`src/rtl/led_flasher.sv`:
```
// Timed active-low flasher: a start pulse runs `count` ON/OFF phases on out_n_o.
// Optional LED_FLASHER_RETRIG_EN lets a start while busy restart or abort the sequence.
module led_flasher #(
    parameter int unsigned CLK_HZ = 27_000_000,
    parameter int unsigned ON_MS  = 80,
    parameter int unsigned OFF_MS = 80
) (
    input  logic       clk,
    input  logic       rst_n,
    input  logic       start_i,
    input  logic [3:0] count_i,
    output logic       busy_o,
    output logic       done_o,
    output logic       out_n_o
);

    localparam int unsigned OnLim  = (CLK_HZ / 1000) * ON_MS;
    localparam int unsigned OffLim = (CLK_HZ / 1000) * OFF_MS;
    localparam int unsigned MaxLim = (OnLim > OffLim) ? OnLim : OffLim;
    localparam int unsigned TimerW = $clog2(MaxLim + 1);

    // Timer counts down to zero, so a phase of N cycles loads N-1.
    localparam logic [TimerW-1:0] OnLoad  = TimerW'(OnLim - 1);
    localparam logic [TimerW-1:0] OffLoad = TimerW'(OffLim - 1);

    typedef enum logic [1:0] {
        StIdle,
        StOn,
        StOff
    } state_e;

    state_e            state_q, state_d;
    logic [TimerW-1:0] timer_q, timer_d;
    logic [3:0]        remaining_q, remaining_d;
    logic              out_n_q, out_n_d;
    logic              busy_q, busy_d;
    logic              done_q, done_d;

    always_ff @(posedge clk or negedge rst_n) begin
        if (!rst_n) begin
            state_q     <= StIdle;
            timer_q     <= '0;
            remaining_q <= '0;
            out_n_q     <= 1'b1;
            busy_q      <= 1'b0;
            done_q      <= 1'b0;
        end else begin
            state_q     <= state_d;
            timer_q     <= timer_d;
            remaining_q <= remaining_d;
            out_n_q     <= out_n_d;
            busy_q      <= busy_d;
            done_q      <= done_d;
        end
    end

    always_comb begin
        state_d     = state_q;
        timer_d     = timer_q;
        remaining_d = remaining_q;
        out_n_d     = out_n_q;
        busy_d      = busy_q;
        done_d      = 1'b0;

        unique case (state_q)
            StIdle: begin
                if (start_i) begin
                    if (count_i != 4'd0) begin
                        state_d     = StOn;
                        remaining_d = count_i;
                        timer_d     = OnLoad;
                        out_n_d     = 1'b0;
                        busy_d      = 1'b1;
                    end else begin
                        done_d = 1'b1;
                    end
                end
            end
            StOn: begin
                if (timer_q == '0) begin
                    state_d     = StOff;
                    remaining_d = remaining_q - 4'd1;
                    timer_d     = OffLoad;
                    out_n_d     = 1'b1;
                end else begin
                    timer_d = timer_q - 1'b1;
                end
            end
            StOff: begin
                if (timer_q == '0) begin
                    if (remaining_q != 4'd0) begin
                        state_d = StOn;
                        timer_d = OnLoad;
                        out_n_d = 1'b0;
                    end else begin
                        state_d = StIdle;
                        busy_d  = 1'b0;
                        done_d  = 1'b1;
                    end
                end else begin
                    timer_d = timer_q - 1'b1;
                end
            end
            default: begin
                state_d = StIdle;
                out_n_d = 1'b1;
                busy_d  = 1'b0;
            end
        endcase

`ifdef LED_FLASHER_RETRIG_EN
        // A start while running overrides whatever the phase logic decided.
        if (start_i && (state_q != StIdle)) begin
            if (count_i != 4'd0) begin
                state_d     = StOn;
                remaining_d = count_i;
                timer_d     = OnLoad;
                out_n_d     = 1'b0;
                busy_d      = 1'b1;
                done_d      = 1'b0;
            end else begin
                state_d     = StIdle;
                remaining_d = 4'd0;
                timer_d     = '0;
                out_n_d     = 1'b1;
                busy_d      = 1'b0;
                done_d      = 1'b1;
            end
        end
`endif
    end

    assign busy_o  = busy_q;
    assign done_o  = done_q;
    assign out_n_o = out_n_q;

endmodule

```
`config.mk`:
```
export PLATFORM = sky130hd
export DESIGN_NAME = led_flasher
export DESIGN_NICKNAME = d
export VERILOG_FILES = /design/src/rtl/led_flasher.sv
export SDC_FILE = /design/constraint.sdc
export NUM_CORES = 1
export LEC_CHECK = 0
export BUFFER_PORTS_ARGS = -buffer_cell sky130_fd_sc_hd__clkbuf_2
export CAP_MARGIN = 20
export CORE_UTILIZATION = 61
export DETAILED_ROUTE_END_ITERATION = 8
export PLACE_DENSITY = 0.79
export SYNTH_ARGS = -nofsm -noshare
export SYNTH_HDL_FRONTEND = slang
export SYNTH_SLANG_ARGS = --single-unit
```
`constraint.sdc`:
```
create_clock -name clk -period 2.3 [get_ports clk]
set_input_delay 0.345 -clock clk [delete_from_list [all_inputs] [get_ports clk]]
set_output_delay 0.345 -clock clk [all_outputs]
set_load 0.01 [all_outputs]
```
==> flow_metrics.tcl <==
set metrics [dict create \
    dieArea_um2 3480 \
    cts_buffers 5 \
    globalplace.congestion 0.877 \
    grt_usage 0.270 \
    required_ps 2590 \
    fin_util 0.709 \
    p_seq_frac 0.389 \
    yosysSeqAreaShare 0.393 \
    core_area_um2 3080 \
    p_sw_frac 0.401 \
    drv_slew 0 \
    synth_nets 229 \
    tns_ps 0 \
    power_frac_comb 0.452 \
    clockPowerShare 0.159 \
    slew_headroom 0.490 \
    drt-vias-per-instance 6.17 \
    cts-resized-gates 0 \
    endpoint_kind "flop" \
    first_pass_iters 4 \
    syn_area_per_cell_um2 9.21 \
    fmax_mhz 459 \
    synth_top_area_share 0.379 \
    rows 20 \
    p_switching_w 0.000771 \
    status "complete, no violations" \
    setup_viol 0 \
    port_buffers 9 \
    synth_area_leaders "dfrtp_1, a21oi_1, ha_1" \
    drt-initial-drc-count 149 \
    hold_buffers 0 \
    nets 250 \
    postCtsSetupRepairBufs 0 \
    finClkSkew_ps 18.8 \
    cp_max_fo 11 \
    yosys.area.top_type "dfrtp_1" \
    wl_per_cell_um 14.9 \
    clk_latency_ps 340 \
    area_delta_synth_final_pct 10.2 \
    syn-cell-area_um2 1980 \
    die_w_um 59.0 \
    cts_sinks 31 \
    ios 10 \
    detail-route-antenna-nets 0 \
    finalCritPeriodShare 0.947 \
    synth-edff-count 0 \
    powerDensity_nw_per_um2 881 \
    drv_cap 0 \
    grt_pass1_vias 1531 \
    fin_crit_ps 2180 \
    antennaDiodeCount 0 \
    yosys_register_bits 31 \
    die_y_um 59.0 \
    drive_above_1_share 0.181 \
    peakVddDrop_mv 0.742 \
    rsz0062_at_grt "no" \
    p_int_w 0.00115 \
    yosys-mux-area-fraction 0.0367 \
    htreeDepth 2 \
    worstSetupPathType "reg -> reg" \
    clk_pin_slew_ps 100 \
    fillers 242 \
    clk_path_buf_depth 2 \
    p_total_w 0.00192 \
    synth_compound_area_frac 0.208 \
    async_flop_share 1.00 \
    antenna_found_initial 0 \
    cts-root-buf "clkbuf_4" \
    grt_max_degree 32 \
    synth_top_family_by_area "simple AND/OR/NAND/NOR gates" \
    hold_viol 0 \
    dp_hpwl_um 3040 \
    routed_wl_um 4180 \
    synthDistinctLibCells 53 \
    cts_tree "built" \
    route.detailed.drc 0 \
    synth_simple_gate_area_share 0.261 \
    grt_pass1_wl_um 7060 \
    synth_flop_cell "dfrtp_1" \
    vias 1733 \
    synthAdderAreaFrac 0.0442 \
    hold_class "in -> async" \
    syn_inst 215 \
    synth_xor_xnor_area_share 0 \
    cp.arrival_ps 2460 \
    initial_core_util 0.643 \
    ys_warn_count 0 \
    grt_overflow 0 \
    worst_setup_path_start_kind "flop" \
    leakagePower_nw 0.880 \
    tightest_slew_ps 765 \
]
[flip-flops by register name (all words and copies together), names as in the netlist]
signal	flops
state_q	2
remaining_q	4
out_n_o	1
busy_o	1
done_o	1
timer_q	22
[worst max-delay path, stage by stage (launching register included)]
cell and delay, ps:
dfrtp_1 370, inv_1 80, ha_1 220, nor3b_2 160, and3_2 290, a2111o_1 540
or3_1 390, nand3_1 80
[power groups by stage]
stage | clock (W) | sequential, W | combinational, W
global route | 0.000330 | 0.000766 | 0.000957
CTS | 0.000312 | 0.000748 | 0.000864
floorplan | 0 | 0.000747 | 0.000614
detailed placement | 0 | 0.000759 | 0.000857
finish | 0.000305 | 0.000748 | 0.000869
global placement | 0 | 0.000749 | 0.000826
[synthesized netlist by cell type (all sizes together) (2+ instances only)]
library cell	instances
a31oi	5
nor3	13
a21o	3
o21ai	13
ha	7
a2bb2oi	2
and2	3
clkbuf	2
inv	11
nand2b	4
nor4	9
mux2	2
nor2	15
a211oi	2
nor3b	2
buf	8
or3	3
o21a	3
nand4	4
nand3	12
a311oi	2
nand2	14
dfrtp	30
and3	4
a21oi	18
mux2i	5
o31ai	2
[final cells by class]
cell class | instances | area, um^2 | area share
multi-input cells | 163 | 1090 | 0.499
flip-flops and latches | 31 | 777 | 0.356
repair buffers | 24 | 170 | 0.0780
well taps | 44 | 55.1 | 0.0252
clock buffers | 8 | 48.8 | 0.0224
inverters | 11 | 41.3 | 0.0189
[worst paths after layout]
| kind | from | end | slack, ps | depth (start not counted) |
|---|---|---|---|---|
| max in group asynchronous | rst_n | timer_q[0]$_DFFE_PN0P_ | 1740 | 1 |
| min in group clk | start_i | done_o$_DFF_PN0_ | 300 | 2 |
| hold reg to reg | timer_q[17]$_DFFE_PN0P_ | timer_q[17]$_DFFE_PN0P_ | 500 | 1 |
| setup reg to reg | timer_q[0]$_DFFE_PN0P_ | timer_q[18]$_DFFE_PN0P_ | 120 | 7 |
| hold / removal | rst_n | timer_q[21]$_DFFE_PN0P_ | 60 | 1 |
| setup / recovery | timer_q[0]$_DFFE_PN0P_ | timer_q[18]$_DFFE_PN0P_ | 120 | 7 |
[per-layer routing]
layer	share of wire	vias to the layer above	global-route usage
met5	0	-	0
met4	0.0060	0	0.116
met3	0.035	6	0.0527
met2	0.46	41	0.398
met1	0.50	837	0.385
li1	-	849	-
[placed cells by master (no fill, tap or decap), drive strengths merged, types with 2 or more instances in the layout]
cell type	netlist	layout
a211oi	2	2
a21o	3	3
a21oi	18	18
a2bb2oi	2	2
a311oi	2	2
a31oi	5	5
and2	3	3
and3	4	4
buf	8	15
clkbuf	2	17
dfrtp	30	30
ha	7	7
inv	11	11
mux2	2	2
mux2i	5	5
nand2	14	14
nand2b	4	4
nand3	12	12
nand4	4	4
nor2	15	15
nor3	13	13
nor3b	2	2
nor4	9	9
o21a	3	3
o21ai	13	13
o31ai	2	2
or3	3	3
[logic make-up (layout without fill, tap and decap cells)]
kind of cell / Yosys count / count (layout)
buffers and inverters: 21 / 43
adders and majority gates: 7 / 7
AOI/OAI and AO/OA: 59 / 59
DFF: 31 / 31
and+or+nand+nor: 90 / 90
muxes: 7 / 7
[per-stage QoR]
stage / instance area, um^2 / worst slack [ps] / cells / hold slack [ps]
2_1_floorplan: 1980 / 215 / 215 / 49.4
3_3_place_gp: 2130 / 129 / 273 / 438
3_5_place_dp: 2130 / 70.3 / 273 / 449
4_1_cts: 2180 / 63.7 / 281 / 72.7
5_1_grt: 2180 / 12.7 / 281 / 120
6_report: 2180 / 121 / 281 / 56.7
No activity file was read; power rests on OpenSTA's default activity.
